===== src/rtl/slow_access_ctl_pkg.sv =====
// -----------------------------------------------------------------------------
// slow_access_ctl_pkg
// Shared definitions for the slow-access controller and the settings register
// that feeds it.
//   slowState_e       : controller state encoding (ST_IDLE/ST_ACCESS/ST_HOLD)
//   TICK_DIV_DEFAULT  : default number of CLK cycles per timeout tick
//   SLOW_TIMEOUT_RST  : value the SlowTimeout field takes out of reset, kept
//                       here so the settings register and this block agree
//   anySlowHit()      : OR over the per-device (select && enable) pairs
// -----------------------------------------------------------------------------
package slow_access_ctl_pkg;

  typedef enum logic [1:0] {
    ST_IDLE   = 2'd0,
    ST_ACCESS = 2'd1,
    ST_HOLD   = 2'd2
  } slowState_e;

  localparam int         TICK_DIV_DEFAULT = 16;
  localparam logic [3:0] SLOW_TIMEOUT_RST = 4'h3;

  // A device counts as a slow hit only when it is both selected by address
  // decode and enabled as slow in the settings register.
  function automatic logic anySlowHit(input logic [5:0] cs, input logic [5:0] en);
    return |(cs & en);
  endfunction

endpackage


===== src/rtl/slow_access_ctl_tick.sv =====
// -----------------------------------------------------------------------------
// slow_tick_prescaler
// Free-running prescaler that produces one tick every TICK_DIV cycles. The
// controller holds it in clear outside the hold window so every hold period
// starts from a fresh count.
// Ports:
//   clk_i   : system clock (rising edge)
//   rst_i   : synchronous active-high reset
//   clear_i : forces the count to zero on the next edge and masks the tick
//   tick_o  : high during the cycle in which the count sits at TICK_DIV-1
// Parameters:
//   TICK_DIV : cycles per tick, legal range 2..256
// -----------------------------------------------------------------------------
module slow_tick_prescaler #(
  parameter int TICK_DIV = 16
) (
  input  logic clk_i,
  input  logic rst_i,
  input  logic clear_i,
  output logic tick_o
);

  localparam int CntW = (TICK_DIV > 1) ? $clog2(TICK_DIV) : 1;
  localparam logic [CntW-1:0] WrapVal = CntW'(TICK_DIV - 1);

  logic [CntW-1:0] count_q;
  logic [CntW-1:0] count_d;

  // Next count: clear wins, otherwise step and wrap at TICK_DIV-1 so that
  // non-power-of-two dividers still give an exact period.
  always_comb begin
    count_d = count_q + CntW'(1);
    if (clear_i) begin
      count_d = '0;
    end else if (count_q == WrapVal) begin
      count_d = '0;
    end
  end

  // Count register with synchronous reset.
  always_ff @(posedge clk_i) begin
    if (rst_i) begin
      count_q <= '0;
    end else begin
      count_q <= count_d;
    end
  end

  // The wrap cycle is the tick; a cleared prescaler never ticks.
  assign tick_o = !clear_i && (count_q == WrapVal);

endmodule


===== src/rtl/slow_access_ctl.sv =====
// -----------------------------------------------------------------------------
// slow_access_ctl
// Decides when the accelerated bus must drop to stock speed. Slow is raised
// for the whole of any access to an enabled slow device and then held for
// SlowTimeout ticks so back-to-back peripheral accesses stay slow.
// Ports:
//   CLK            : system clock, all logic on the rising edge
//   POR            : synchronous active-high reset
//   BACT           : bus cycle active, high for the whole 68k access
//   IACKCS..SndCS  : device selects from address decode
//   SlowIACK..SlowSnd : per-device slow enables
//   SlowClockGate  : clock-gate request bit from the settings register
//   SlowTimeout    : hold time in ticks after a slow access ends
//   Slow           : registered, run the bus at stock speed
//   SlowHit        : one-cycle pulse marking the start of a slow access
//   ClockGate      : registered clock-gate request
// Configuration:
//   SLOW_CLKGATE_EN : when defined, ClockGate follows Slow gated by
//                     SlowClockGate; when undefined ClockGate is tied low.
// -----------------------------------------------------------------------------
module slow_access_ctl
  import slow_access_ctl_pkg::*;
#(
  parameter int TICK_DIV = TICK_DIV_DEFAULT
) (
  input  logic       CLK,
  input  logic       POR,
  input  logic       BACT,
  input  logic       IACKCS,
  input  logic       VIACS,
  input  logic       IWMCS,
  input  logic       SCCCS,
  input  logic       SCSICS,
  input  logic       SndCS,
  input  logic       SlowIACK,
  input  logic       SlowVIA,
  input  logic       SlowIWM,
  input  logic       SlowSCC,
  input  logic       SlowSCSI,
  input  logic       SlowSnd,
  input  logic       SlowClockGate,
  input  logic [3:0] SlowTimeout,
  output logic       Slow,
  output logic       SlowHit,
  output logic       ClockGate
);

  slowState_e state_q;
  slowState_e state_d;
  logic       bactR_q;
  logic [3:0] cnt_q;
  logic [3:0] cnt_d;
  logic       slow_q;
  logic       slowHit_q;
  logic       hitPulse;
  logic       start;
  logic       hit;
  logic       tick;
  logic       prescClear;

  assign start = BACT && !bactR_q;
  assign hit   = anySlowHit({SndCS, SCSICS, SCCCS, IWMCS, VIACS, IACKCS},
                            {SlowSnd, SlowSCSI, SlowSCC, SlowIWM, SlowVIA, SlowIACK});

  // The prescaler only runs while we sit in HOLD. Holding it clear in every
  // other state means the ACCESS->HOLD edge leaves it at zero, so HOLD lasts
  // exactly SlowTimeout*TICK_DIV cycles.
  assign prescClear = (state_q != ST_HOLD);

  slow_tick_prescaler #(
    .TICK_DIV (TICK_DIV)
  ) uTick (
    .clk_i   (CLK),
    .rst_i   (POR),
    .clear_i (prescClear),
    .tick_o  (tick)
  );

  // Next-state logic. A qualifying Start in HOLD is checked before the tick
  // so that a new slow access landing on the final tick re-enters ACCESS and
  // Slow never drops. SlowTimeout is only sampled on the ACCESS->HOLD edge,
  // and cnt is never decremented below zero because HOLD exits at cnt==1.
  always_comb begin
    state_d  = state_q;
    cnt_d    = cnt_q;
    hitPulse = 1'b0;
    case (state_q)
      ST_IDLE: begin
        if (start && hit) begin
          state_d  = ST_ACCESS;
          hitPulse = 1'b1;
        end
      end
      ST_ACCESS: begin
        if (!BACT) begin
          if (SlowTimeout == 4'd0) begin
            state_d = ST_IDLE;
          end else begin
            state_d = ST_HOLD;
            cnt_d   = SlowTimeout;
          end
        end
      end
      ST_HOLD: begin
        if (start && hit) begin
          state_d  = ST_ACCESS;
          hitPulse = 1'b1;
        end else if (tick) begin
          cnt_d = cnt_q - 4'd1;
          if (cnt_q == 4'd1) begin
            state_d = ST_IDLE;
          end
        end
      end
      default: begin
        state_d = ST_IDLE;
      end
    endcase
  end

  // State and output registers. Slow is registered from the next state so it
  // rises one edge after the Start cycle and falls on the same edge the FSM
  // returns to IDLE. Reset overrides everything, including mid-access.
  always_ff @(posedge CLK) begin
    if (POR) begin
      state_q   <= ST_IDLE;
      bactR_q   <= 1'b0;
      cnt_q     <= 4'd0;
      slow_q    <= 1'b0;
      slowHit_q <= 1'b0;
    end else begin
      state_q   <= state_d;
      bactR_q   <= BACT;
      cnt_q     <= cnt_d;
      slow_q    <= (state_d != ST_IDLE);
      slowHit_q <= hitPulse;
    end
  end

  assign Slow    = slow_q;
  assign SlowHit = slowHit_q;

`ifdef SLOW_CLKGATE_EN
  logic clockGate_q;

  // Clock-gate request shares Slow's timing and is forced low whenever the
  // bus is not being held slow.
  always_ff @(posedge CLK) begin
    if (POR) begin
      clockGate_q <= 1'b0;
    end else begin
      clockGate_q <= SlowClockGate && (state_d != ST_IDLE);
    end
  end

  assign ClockGate = clockGate_q;
`else
  logic unusedGate;

  // Feature compiled out: the request bit is accepted but has no effect.
  assign unusedGate = SlowClockGate;
  assign ClockGate  = 1'b0;
`endif

endmodule


===== config.mk =====
export PLATFORM = sky130hd
export DESIGN_NAME = slow_access_ctl
export DESIGN_NICKNAME = d
export VERILOG_FILES = /design/src/rtl/slow_access_ctl_pkg.sv /design/src/rtl/slow_access_ctl_tick.sv /design/src/rtl/slow_access_ctl.sv
export SDC_FILE = /design/constraint.sdc
export NUM_CORES = 1
export LEC_CHECK = 0
export ABC_AREA = 1
export CAP_MARGIN = 20
export CELL_PAD_IN_SITES_DETAIL_PLACEMENT = 0
export CELL_PAD_IN_SITES_GLOBAL_PLACEMENT = 1
export CORE_MARGIN = 1.5
export CORE_UTILIZATION = 33
export DETAILED_ROUTE_END_ITERATION = 6
export HOLD_SLACK_MARGIN = 0.1
export PLACE_DENSITY_LB_ADDON = 0.1
export SLEW_MARGIN = 20
export SYNTH_ARGS = -nofsm -noshare
export SYNTH_HDL_FRONTEND = slang
export SYNTH_SLANG_ARGS = --single-unit

===== constraint.sdc =====
create_clock -name CLK -period 2.9 [get_ports CLK]
set_clock_uncertainty 0.05 [all_clocks]
set_input_delay 0.58 -clock CLK [delete_from_list [all_inputs] [get_ports CLK]]
set_output_delay 0.58 -clock CLK [all_outputs]
set_load 0.005 [all_outputs]

* After elaboration in Yosys (flattened, before gate mapping)
Cells that the tools add are included.
** Storage, ports and cells
- Flip-flop bits (word level) :: 13
- Bits of input ports :: 20
- Output and inout port bits :: 3
- Word-level logic and storage cells :: 46
** Operators by class
- Add/subtract/negate cells :: 2
- Equal/unequal tests :: 9
- Multiplexer cells :: 13
- Bitwise logic cells :: 2
- Reduce and logical (&&, ||, !) cells :: 14
** Operators by type and width (count)
- $mux W4 :: 4
- $mux W2 :: 6
- $ne A2 B2 Y1 const B :: 5
- $pmux W4 S2 :: 1
- $and A6 B6 Y6 :: 1
- $pmux W2 S3 :: 1
- $reduce_or A6 Y1 :: 1
- $reduce_and A5 Y1 :: 1
- $add A4 B1 Y4 const B :: 1
- $eq A4 B1 Y1 const B :: 1
- $eq A4 B4 Y1 const B :: 1
- $logic_not A4 Y1 :: 1
- $reduce_bool A2 Y1 :: 2
- $reduce_or A2 Y1 :: 2
- $sub A4 B1 Y4 const B :: 1
- $logic_and A1 B1 Y1 :: 3
- $reduce_or A3 Y1 :: 1
- $eq A2 B1 Y1 const B :: 1
- $eq A2 B2 Y1 const B :: 1
- $logic_not A1 Y1 :: 2
- $logic_not A2 Y1 :: 1
- $mux W1 :: 1
- $not A1 Y1 :: 1

* Logic depth before layout (Yosys ltp)
Gate-level depths: netlist of run 1.
- Word-level depth :: 7
- Gate-level depth with buffers :: 10

* Hierarchy
Synthesis of run 1 repeated with hierarchy kept, for this count alone.
** Unflattened totals
- Cells, all modules :: 110
- Area total of the unflattened synthesis :: 747.0 um2
** Modules (own cells, without submodules)
- slow_access_ctl :: instances 1, cells an instance 91, area an instance 580.6 um2, seq. area each 180.2 um2
- slow_tick_prescaler :: instances 1, cells an instance 19, area an instance 166.4 um2, seq. area each 80.1 um2

* Worst setup path before layout of run 1
No wires, ideal clock.
- Path kind :: input to register
- Start point :: in SndCS
- End point :: reg cnt_q[2]
- Data arrival time :: 1.241 ns
- Path slack :: 1.493 ns
- Stages on the path :: 10
- Cell sequence :: nand2_1 -> nand2_1 -> nor2_1 -> nand2_1 -> nand2_2 -> nand2_1 -> nand2_2 -> nand3_1 -> nand2_1 -> nor2_2
** On the way
- Cells in the longest elaborated chain, start to end :: 5
** RTL lines
- start, declared :: line slow_access_ctl.sv:34 : input logic SndCS,
- $and A6 B6 Y6 :: line slow_access_ctl_pkg.sv:25 : return |(cs & en);
- $reduce_or A6 Y1 :: line slow_access_ctl_pkg.sv:25
- $logic_and A1 B1 Y1 :: line slow_access_ctl.sv:105 : if (start && hit) begin
- $ne A2 B2 Y1 (no source line)
- $reduce_and A5 Y1 (no source line)
- end signal, assigned :: line slow_access_ctl.sv:134 : cnt_q <= cnt_d;
- end, declared :: line slow_access_ctl.sv:51 : logic [3:0] cnt_q;
No other way between the ends.
A chain may end at the register's enable or synchronous reset.

* Final worst setup path of run 1
- Start point :: reg slowHit_q, in the netlist SlowHit
- End point :: out SlowHit
** RTL lines
- start, declared :: line slow_access_ctl.sv:54 : logic slowHit_q;
- start signal, assigned :: line slow_access_ctl.sv:136 : slowHit_q <= hitPulse;
- end, declared :: line slow_access_ctl.sv:44 : output logic SlowHit,
No word-level cell between the ends.

==> results.yml, run 1 <==
layout:
  num-nets-final: 153
  diodes: 0
  fin_util_pct: 48.3
  layout-drive-gt1-share_pct: 9.30
  fillers: 213
  area_delta_synth_final_pct: 34.9
floorplan:
  start_util_pct: 35.8
  chipHeight_um: 49.9
  die-area_um2: 2490
  core.rowCount: 16
  core_area_um2: 2020
  pin_count: 23
  die_x_um: 49.9
grt:
  antenna_found_initial: 0
  grt_max_degree: 9
  grt_pass1_wl_mm: 2.64
  grt.total_usage_pct: 14.0
  globalRoute.totalOverflow: 0
  grt_pass1_vias: 642
detailed_routing:
  dr.pass1.iters: 4
  ant_nets: 0
  via_per_inst: 4.31
  vias: 672
  wire_per_inst_um: 9.10
  routed_wirelength_mm: 1.42
  drt_iter0_drc: 9
  drcViolationCount: 0
logic_synthesis:
  yosys.area_share.simple_pct: 35.4
  netlist_area_um2: 724
  yosysTopAreaCellShare_pct: 35.9
  ys_ff_latch: 13
  yosys.cell_count.top_type: "nand2_1"
  synth_top_family_by_area: "simple AND/OR/NAND/NOR gates"
  ys_top_cells_by_area: "dfxtp_1, nand2_1, nor2_1"
  synth_largest_area_cell: "dfxtp_1"
  yosysSeqAreaShare_pct: 35.9
  synthAdderAreaFrac_pct: 5.18
  syn_nets: 129
  syn_inst: 106
  synth_mux_area_share_pct: 0
  synth-async-reset-ratio_pct: 0
  synth_cell_types: 25
  synth_common_cells: "nand2_1, nor2_1, inv_1"
  synthFlopType: "dfxtp_1"
  avgSynthCellArea_um2: 6.83
  synth_compound_area_share_pct: 12.1
  yosys_warnings: 0
  synth-edff-count: 0
  synth-xor-area-share_pct: 1.21
timing:
  slew_violations: 0
  period_share_pct: 58.6
  finalHoldViolCount: 0
  final.setup.tns_ns: 0
  period_needed_ns: 1.70
  rsz0062_at_grt: "false"
  setup_viol: 0
  fmax_ghz: 0.588
  fin_hold_ws_ns: 0.414
worst_setup_path:
  worstSetupEndpointType: "output port"
  crit_chain: "clkdlybuf4s50_1"
  cp_slowest_cell: "clkdlybuf4s50_1"
  cpLargestDelayFamily: "buffers and inverters"
  crit_buf_inv: 1
  worst-path-max-fanout: 1
  cp.required_ns: 2.27
  cp.arrival_ns: 1.07
  start_kind: "register"
  path_class: "register to output port"
  critPathMaxStageDelay_ns: 0.49
clock_network:
  clk_latency_ns: 0.27
  cts.sinks: 13
  cts_tree: "done"
  clk_pin_slew_ns: 0.08
  cts_resized: 0
  cts_buffer_depth: 2
  numCtsBuffers: 3
  htreeDepth: 1
  holdBufCountCts: 0
  clock-root-buffer: "clkbuf_4"
  postCtsSetupRepairBufs: 0
pwr:
  ir_drop_uv: 268
  p_leak_uw: 0.000433
  p_per_area_nw_per_um2: 418
placement:
  port_buffers: 20
  routabilityCongestion: 0.768
  post-dp-hpwl_mm: 1.12
job:
  drv_cap: 0
hold_path:
  hold_class: "register to register"
run_status:
  status: "finished, final reports clean"
==> stage by stage <==
stage               instances  power [uW]  cell area [um^2]  setup slack [ns]
finish                    156         409               977              1.20
global route              156         444               977              1.11
CTS                       156         416               977              1.18
detailed placement        152         302               951             0.924
global placement          152         301               951             0.933
floorplan                 106         261               724              1.49
==> power breakdown <==
part / switching (uW) / internal [uW]
clock network: 58.4 / 53.3
logic: 47.5 / 51.5
registers: 8.15 / 190
==> worst paths after layout <==
path / start / to / slack (ns) / cells past startpoint
hold reg to reg: uTick.count_q[0] / uTick.count_q[0] / 0.41 / 1
hold / removal: uTick.count_q[0] / uTick.count_q[0] / 0.41 / 1
setup reg to reg: uTick.count_q[0] / cnt_q[0] / 1.49 / 8
setup / recovery: SlowHit / SlowHit / 1.20 / 1
==> sequential cells by signal, summed over array words and instances, names as in the netlist <==
name           flops
Slow               1
SlowHit            1
bactR_q            1
cnt_q              4
state_q            2
uTick.count_q      4
==> final cells by class <==
class | count | area, um^2 | area share (%)
Timing Repair Buffer | 20 | 200 | 20.5
Clock buffer | 4 | 26.3 | 2.69
Sequential cell | 13 | 260 | 26.6
Inverter | 16 | 62.6 | 6.40
Tap cell | 27 | 33.8 | 3.46
Multi-Input combinational cell | 76 | 394 | 40.3
==> layout by cell type, fill, tap and decap left out, drive strengths merged, types with 2 or more instances in the layout <==
| cell | Yosys | final |
|---|---|---|
| nand2 | 28 | 28 |
| clkdlybuf4s50 | 0 | 20 |
| nor2 | 18 | 18 |
| inv | 15 | 15 |
| dfxtp | 13 | 13 |
| nand3 | 9 | 9 |
| a21oi | 6 | 6 |
| clkbuf | 0 | 4 |
| ha | 3 | 3 |
| o21ai | 3 | 3 |
| nand4 | 2 | 2 |
==> per-layer routing <==
metal	vias to the layer above	track usage, %	share of wire [%]
met4	0	2.78	0
met1	284	16.6	49
met3	0	6.36	3.6
met5	-	0	0
li1	378	-	-
met2	10	23.3	47
==> kinds of logic after synthesis <==
| group | Yosys count |
|---|---|
| other | 1 |
| and+or+nand+nor | 59 |
| adders and majority gates | 3 |
| xor gates and xnor gates | 1 |
| buffers and inverters | 17 |
| DFF | 13 |
| AOI/OAI and AO/OA | 12 |
No activity file was read; power rests on OpenSTA's default activity.
==> run 2: changes to the inputs <==
Settings changed: CORE_UTILIZATION 33 to 30.
Clock period 2.9 ns to 1.7 ns, I/O delays scaled along.
==> results.yml, run 2 (synthesis gave the netlist of run 1 again) <==
floorplan:
  pin_count: 23
  chipHeight_um: 52.1
  die_x_um: 52.1
  die-area_um2: 2720
  start_util_pct: 32.1
  core_area_um2: 2250
  core.rowCount: 17
placement:
  port_buffers: 20
  routabilityCongestion: 0.742
  place_area_um2: 967
  post-place-ws_ns: 0.0104
  post-dp-hpwl_mm: 1.19
  dp.cells: 155
worst_setup_path:
  crit_chain: "clkdlybuf4s50_1"
  cpLargestDelayFamily: "buffers and inverters"
  cp_slowest_cell: "clkdlybuf4s50_1"
  start_kind: "register"
  cp.arrival_ns: 1.08
  critPathMaxStageDelay_ns: 0.49
  worst-path-max-fanout: 1
  worstSetupEndpointType: "output port"
  cp.required_ns: 1.31
  crit_buf_inv: 1
  path_class: "register to output port"
  reg2reg_slack_ns: 0.28
clock_network:
  cts_buffer_depth: 2
  cts.sinks: 13
  holdBufCountCts: 0
  cts_resized: 0
  clk_latency_ns: 0.27
  cts_tree: "done"
  clock-root-buffer: "clkbuf_4"
  postCtsSetupRepairBufs: 0
  htreeDepth: 1
  clk_pin_slew_ns: 0.08
  numCtsBuffers: 3
detailed_routing:
  ant_nets: 0
  drcViolationCount: 0
  dr.pass1.iters: 4
  wire_per_inst_um: 9.70
  routed_wirelength_mm: 1.54
  via_per_inst: 4.36
  vias: 693
  drt_iter0_drc: 15
pwr:
  p_per_area_nw_per_um2: 708
  p_leak_uw: 0.000443
  ir_drop_uv: 489
timing:
  slew_violations: 0
  final.setup.tns_ns: 0
  period_needed_ns: 1.47
  rsz0062_at_grt: "false"
  period_share_pct: 86.7
  setup_viol: 0
  fin_ws_ns: 0.226
  finalHoldViolCount: 0
  fmax_ghz: 0.678
grt:
  grt_max_degree: 9
  grt.total_usage_pct: 14.1
  grt_pass1_wl_mm: 2.76
  grt_pass1_vias: 677
  antenna_found_initial: 0
  globalRoute.totalOverflow: 0
layout:
  largestRegisters: "cnt_q (4), uTick.count_q (4), state_q (2)"
  fin_util_pct: 44.1
  layout-drive-gt1-share_pct: 10.7
  diodes: 0
  num-nets-final: 155
  area_delta_synth_final_pct: 37.1
  fin_area_um2: 993
  stdcell_count: 159
  layout_common_cells: "nand2_1, clkdlybuf4s50_1, nor2_1"
  final_common_cell: "nand2_1"
hold_path:
  hold_class: "register to register"
job:
  drv_cap: 0
run_status:
  status: "finished, final reports clean"
run 2: cell types whose count changed in the layout (fill, tap and decap cells not counted), sizes merged:
| cell | change |
|---|---|
| buf | +2 |
run 2: cell type report:
class                           count  area, um^2
Clock buffer                        4        26.3
Tap cell                           28        35.0
Inverter                           16        62.6
Sequential cell                    13         260
Multi-Input combinational cell     76         394
Timing Repair Buffer               22         215
Fill cell                         249        1260
run 2: final timing paths:
path | start | endpoint | cells after the start
max | Slow | Slow | 1
min | uTick.count_q[0] | uTick.count_q[0] | 1
max reg2reg | uTick.count_q[0] | cnt_q[2] | 8
min reg2reg | uTick.count_q[0] | uTick.count_q[0] | 1
run 2: through the flow:
stage	hold slack [ns]	power, uW
final	0.398	703
after detailed placement	0.391	521
after global routing	0.425	762
after global placement	0.385	519
after floorplan	0.362	445
after CTS	0.403	717
run 2: power by group:
group / internal, uW / switching, uW
Combinational: 91.3 / 83.1
Clock: 91.0 / 99.9
Sequential: 324 / 13.8
Total: 507 / 197
run 2: per-layer routing:
layer / global-route usage, % / vias to the layer above / part of all wire, %
met5: 0 / - / 0
met4: 7.69 / 0 / 1.6
met3: 4.60 / 4 / 4.1
met2: 22.2 / 12 / 46
met1: 17.0 / 296 / 48
li1: - / 381 / -
==> run 3: changes to the inputs <==
Settings changed: CTS_CLUSTER_DIAMETER set to 30.
==> results of run 3 <==
Same layout as run 2: the final DEF is identical, and so are final timing and power.
